===== config.mk =====
export PLATFORM = sky130hd
export DESIGN_NAME = if_fetch_unit
export DESIGN_NICKNAME = d
export VERILOG_FILES = /design/src/rtl/if_fetch_unit.sv
export SDC_FILE = /design/constraint.sdc
export NUM_CORES = 1
export LEC_CHECK = 0
export BUFFER_PORTS_ARGS = -buffer_cell sky130_fd_sc_hd__buf_2
export CORE_UTILIZATION = 46
export DETAILED_ROUTE_END_ITERATION = 6
export PLACE_DENSITY = 0.76
export SYNTH_ARGS = -nofsm -noshare
export SYNTH_HDL_FRONTEND = slang
export SYNTH_SLANG_ARGS = --single-unit

===== constraint.sdc =====
create_clock -name clk -period 12.3 [get_ports clk]
set_input_delay 1.845 -clock clk [delete_from_list [all_inputs] [get_ports clk]]
set_output_delay 1.845 -clock clk [all_outputs]
set_load 0.01 [all_outputs]

===== src/rtl/if_fetch_unit.sv =====
// Instruction-fetch stage: runs a req/ack fetch for the current PC and loads the
// {pc, inst} pair into the IF/ID register, honouring pipeline stall and flush.
module if_fetch_unit #(
  parameter int unsigned ADDR_W = 32,
  parameter int unsigned DATA_W = 32
) (
  input  logic              clk,
  input  logic              rst,
  input  logic [ADDR_W-1:0] pc_i,
  input  logic              ce_i,
  input  logic [5:0]        stall,
  input  logic              flush,
  output logic              ibus_req_o,
  output logic [ADDR_W-1:0] ibus_addr_o,
  input  logic [DATA_W-1:0] ibus_rdata_i,
  input  logic              ibus_ack_i,
  output logic              stallreq_o,
  output logic [ADDR_W-1:0] id_pc_o,
  output logic [DATA_W-1:0] id_inst_o
);

  typedef enum logic [1:0] {StIdle, StWait, StHold, StFlushWait} state_e;

  state_e state_q, state_d;

  logic              req_q, req_d;
  logic [ADDR_W-1:0] addr_q, addr_d;
  logic [ADDR_W-1:0] id_pc_q, id_pc_d;
  logic [DATA_W-1:0] id_inst_q, id_inst_d;
  logic [ADDR_W-1:0] hold_pc_q, hold_pc_d;
  logic [DATA_W-1:0] hold_inst_q, hold_inst_d;

  // Only the IF/ID and ID stall bits matter to this stage.
  logic unused_stall;
  assign unused_stall = ^{stall[5:3], stall[0]};

  always_ff @(posedge clk or posedge rst) begin
    if (rst) begin
      state_q <= StIdle;
    end else begin
      state_q <= state_d;
    end
  end

  always_comb begin
    state_d = state_q;
    unique case (state_q)
      StIdle: begin
        if (ce_i && !flush) state_d = StWait;
      end
      StWait: begin
        if (ibus_ack_i) begin
          state_d = (flush || !stall[1]) ? StIdle : StHold;
        end else if (flush) begin
          // The bus cannot abort, so the flushed transaction must still drain.
          state_d = StFlushWait;
        end
      end
      StHold: begin
        if (flush || !stall[1]) state_d = StIdle;
      end
      StFlushWait: begin
        if (ibus_ack_i) state_d = StIdle;
      end
      default: state_d = StIdle;
    endcase
  end

  always_comb begin
    logic capture_wait;
    logic capture_hold;
    logic buffer_wait;

    capture_wait = (state_q == StWait) && ibus_ack_i && !flush && !stall[1];
    capture_hold = (state_q == StHold) && !flush && !stall[1];
    buffer_wait  = (state_q == StWait) && ibus_ack_i && !flush && stall[1];

    stallreq_o = ((state_q == StIdle) && ce_i && !flush) ||
                 ((state_q == StWait) && !ibus_ack_i) ||
                 (state_q == StFlushWait);

    req_d  = req_q;
    addr_d = addr_q;
    if ((state_q == StIdle) && ce_i && !flush) begin
      req_d  = 1'b1;
      addr_d = pc_i;
    end else if (((state_q == StWait) || (state_q == StFlushWait)) && ibus_ack_i) begin
      req_d = 1'b0;
    end

    hold_pc_d   = hold_pc_q;
    hold_inst_d = hold_inst_q;
    if (buffer_wait) begin
      hold_pc_d   = addr_q;
      hold_inst_d = ibus_rdata_i;
    end

    if (capture_wait) begin
      id_pc_d   = addr_q;
      id_inst_d = ibus_rdata_i;
    end else if (capture_hold) begin
      id_pc_d   = hold_pc_q;
      id_inst_d = hold_inst_q;
    end else if (!flush && stall[1] && stall[2]) begin
      id_pc_d   = id_pc_q;
      id_inst_d = id_inst_q;
    end else begin
      id_pc_d   = '0;
      id_inst_d = '0;
    end
  end

  always_ff @(posedge clk or posedge rst) begin
    if (rst) begin
      req_q       <= 1'b0;
      addr_q      <= '0;
      id_pc_q     <= '0;
      id_inst_q   <= '0;
      hold_pc_q   <= '0;
      hold_inst_q <= '0;
    end else begin
      req_q       <= req_d;
      addr_q      <= addr_d;
      id_pc_q     <= id_pc_d;
      id_inst_q   <= id_inst_d;
      hold_pc_q   <= hold_pc_d;
      hold_inst_q <= hold_inst_d;
    end
  end

  assign ibus_req_o  = req_q;
  assign ibus_addr_o = addr_q;
  assign id_pc_o     = id_pc_q;
  assign id_inst_o   = id_inst_q;

endmodule


# After elaboration in Yosys (flattened, before gate mapping)
# Cells that the tools add are included.
word_totals:
  reg_bits: 163
  output_inout_bits: 98
  word_cells: 52
  in_bits: 75
op_classes:
  mux: 14
  n_reduce_logical: 23
  eq_ne: 8
op_table:
  columns: ["cell", "n"]
  rows:
  - ["$mux W32", 5]
  - ["$logic_and A1 B1 Y1", 13]
  - ["$mux W2", 6]
  - ["$pmux W2 S4", 1]
  - ["$ne A2 B2 Y1 const B", 3]
  - ["$ne A3 B3 Y1 const B", 2]
  - ["$eq A2 B2 Y1 const B", 2]
  - ["$logic_or A1 B1 Y1", 4]
  - ["$reduce_and A4 Y1", 1]
  - ["$logic_not A1 Y1", 3]
  - ["$eq A2 B1 Y1 const B", 1]
  - ["$logic_not A2 Y1", 1]
  - ["$mux W1", 2]
  - ["$reduce_bool A2 Y1", 1]

# Depth between registers and ports, before layout
logic_depth:
  ltp_word: 6
  depth_mapped: 6
  ltp_nobuf: 3

# Worst setup path after synthesis
# No wires, ideal clock.
synth_path:
  path_kind: "input port to output port"
  start: "in flush"
  end: "out stallreq_o"
  cell_stages: 3
  required_time_ps: 10455
  t_arrival_ps: 2617
  n_path_buf: 1
  slack_ps: 7838
  cell_sequence: "nor4b_4 > buf_6 > a21o_1"
synth_between:
  elab_chain_cells: 4
synth_lines:
  columns: ["item", "line_no", "source"]
  rows:
  - ["start: declaration", "12", "input logic flush,"]
  - ["$logic_not A1 Y1", "78", "stallreq_o = ((state_q == StIdle) && ce_i && !flush) ||"]
  - ["$logic_and A1 B1 Y1", "78", null]
  - ["$logic_or A1 B1 Y1", "78", null]
  - ["$logic_or A1 B1 Y1", "79", "((state_q == StWait) && !ibus_ack_i) ||"]
  - ["end: declaration", "17", "output logic stallreq_o,"]
# Every way passes these cells.

# Worst setup path in the final report
# Same ends and word-level chain as after synthesis.

==> flow_metrics.py <==
metrics = {
    "status": {
        "outcome": "completed",
    },
    "grt": {
        "grt_pass1_wl_um": 22800,
        "antenna_found_initial": 0,
        "grt_overflow": 0,
        "first_global_vias": 4564,
        "grt_usage_pct": 20.1,
        "grt_max_degree": 87,
    },
    "setup_path": {
        "worstSetupPathType": "input pin to primary output",
        "cp-end-kind": "primary output",
        "crit_chain": "buf_2 > nor4b_4 > a21o_1 > buf_2",
        "reg2reg_from": "state_q[0]",
        "cp_max_fo": 6,
        "cpMaxStageDelayCell": "nor4b_4",
        "crit_path_frequent_cell": "buf_2",
        "start_kind": "input pin",
        "crit_start": "flush",
        "critPathRequiredTime_ps": 10450,
        "arrival_ps": 2480,
        "cpPeakStageDelay_ps": 240,
    },
    "clocking": {
        "htree_levels": 4,
        "post_cts_resized": 0,
        "cts_root_buf": "clkbuf_16",
        "cts.sinks": 163,
        "clockBufferDepth": 2,
        "cts_tree": "yes",
        "clkTransAtPathRegs_ps": 60,
        "insertion_delay_ps": 420,
        "cts_setup_buffers": 0,
        "ctsHoldBuffers": 0,
        "cts_buffers": 17,
    },
    "power": {
        "vdd_ir_drop_max_mv": 0.105,
        "swShare_pct": 25.4,
        "p_int_uw": 1140,
        "p_seq_share_pct": 49.6,
        "power_density_nw_per_um2": 188,
        "p_clk_share_pct": 34.5,
        "p_comb_share_pct": 15.9,
        "p_leak_uw": 0.00454,
        "power.switching_uw": 387,
    },
    "die": {
        "die_w_um": 121,
        "ios": 173,
        "fp.dieH_um": 121,
        "initial_utilization_pct": 47.0,
        "design.die.area_um2": 14700,
        "rows": 43,
        "coreArea_um2": 13900,
    },
    "cells_and_area": {
        "nets": 675,
        "insertedDiodeCount": 0,
        "drive_gt1_share_pct": 49.1,
        "syn_to_final_growth_pct": 24.0,
        "post-route-util_pct": 58.3,
        "fillers": 1113,
        "final_cells": 791,
        "final_area_um2": 8090,
    },
    "synth": {
        "synthCells": 435,
        "synth_commonest_cells": "163 x dfrtp_1, 88 x mux2_2, 66 x a21o_1, 65 x a22o_1, 23 x buf_2",
        "avgSynthCellArea_um2": 15.0,
        "yosys_warnings": 0,
        "synth_edf_count": 0,
        "synthDistinctLibCells": 19,
        "ys.flop_type": "dfrtp_1",
        "ys_ff_latch": 163,
        "async_flop_share_pct": 100,
        "synth.net_count": 510,
        "synth_area_leaders": "dfrtp_1 63%, mux2_2 15%, a22o_1 8.7%",
        "yosys.area.top_type_share_pct": 62.5,
        "synth_top_cell_by_area": "dfrtp_1",
        "syn_area_um2": 6530,
        "yosys.cell_count.top_type": "dfrtp_1",
        "ys_seq_area_share_pct": 62.5,
    },
    "min_path": {
        "hp-class": "register to register",
        "min_from": "ibus_req_o",
    },
    "timing": {
        "finClkSkew_ps": 7.17,
        "drv_slew": 0,
        "setup_viol": 0,
        "min_period_ps": 4320,
        "setup_tns_ps": 0,
        "tightest_slew_ps": 1070,
        "fmax_ghz": 0.231,
        "slew-limit-headroom_pct": 28.9,
        "fin_crit_sh_pct": 35.1,
        "hold_violations": 0,
        "rsz0062_at_grt": "false",
    },
    "place": {
        "gp_congestion": 0.772,
        "dp.cells": 761,
        "placed_area_um2": 7500,
        "port_buffers": 168,
        "dp_hpwl_um": 8760,
    },
    "route": {
        "wl_um": 13800,
        "route.detailed.drc": 0,
        "ant_nets": 0,
        "drtIter0Drc": 321,
        "via_per_inst": 5.51,
        "wire_per_inst_um": 17.5,
        "first_pass_iters": 7,
        "via_count": 4362,
    },
    "job": {
        "max-cap-violations": 0,
    },
}
==> sequential cells by signal (all words and copies together), names as in the netlist <==
| signal | cells |
|---|---|
| hold_inst_q | 32 |
| hold_pc_q | 32 |
| ibus_addr_o | 32 |
| ibus_req_o | 1 |
| id_inst_o | 32 |
| id_pc_o | 32 |
| state_q | 2 |
==> worst max-delay path, delay by kind of cell <==
kind	cells	cell delay, ps
buffers and inverters	2	280
AND/OR/NAND/NOR	1	240
AO/OA/AOI/OAI	1	110
==> cells in the final DEF (no fill, tap or decap), types with 2 or more instances in the layout <==
cell type   count
mux2_2         88
buf_4           8
bufinv_16       3
clkinv_2        4
mux2_1          8
a21o_1         66
clkinvlp_4      2
clkbuf_8        2
clkbuf_16      17
buf_2         168
dfrtp_1       163
nand2b_1        4
a22o_1         65
==> power by group through the flow <==
stage | Clock (µW) | Combinational [µW] | Sequential, µW
finish | 526 | 242 | 757
global route | 563 | 263 | 777
CTS | 539 | 247 | 757
detailed placement | 0 | 245 | 766
global placement | 0 | 235 | 752
floorplan | 0 | 150 | 760
==> area by class of cell <==
type | count | area [µm²] | share of cell area [%]
multi-input combinational | 240 | 2280 | 28.2
inverter | 2 | 12.5 | 0.155
timing repair buffer | 176 | 901 | 11.1
sequential | 163 | 4080 | 50.4
clock inverter | 10 | 134 | 1.65
tap | 180 | 225 | 2.78
clock buffer | 20 | 457 | 5.64
==> through the flow <==
stage | total power (µW) | setup slack [ps] | hold WS [ps]
6_report | 1520 | 7980 | 470
3_3_place_gp | 987 | 7990 | 456
5_1_grt | 1600 | 7930 | 499
4_1_cts | 1540 | 7970 | 475
3_5_place_dp | 1010 | 7980 | 461
2_1_floorplan | 910 | 6050 | 459
==> final timing paths <==
kind                                 end  slack [ps]  cells past startpoint
min in group asynchronous    id_pc_o[20]        1550                      2
setup / recovery              stallreq_o        7980                      4
setup reg to reg           hold_pc_q[17]        9690                      4
hold reg to reg               ibus_req_o         470                      1
max in group asynchronous  hold_pc_q[31]        9190                      3
hold / removal                ibus_req_o         470                      1
==> layer usage <==
layer	wire (µm)	track usage [%]	share of wire, %
met5	0	0	0
met1	5910	25.5	43
met4	188	6.94	1.4
met2	6830	32.5	49
met3	913	6.44	6.6
==> logic make-up (layout without fill, tap and decap cells) <==
group                  after synthesis  after routing  share of synthesized area [%]
flip-flops                         163            163                           62.5
AND/OR/NAND/NOR                     11             11                           1.71
buffers and inverters               32            208                           2.74
multiplexers                        96             96                           16.6
AO/OA/AOI/OAI                      133            133                           16.5
Power figures use the tool's default switching activity.
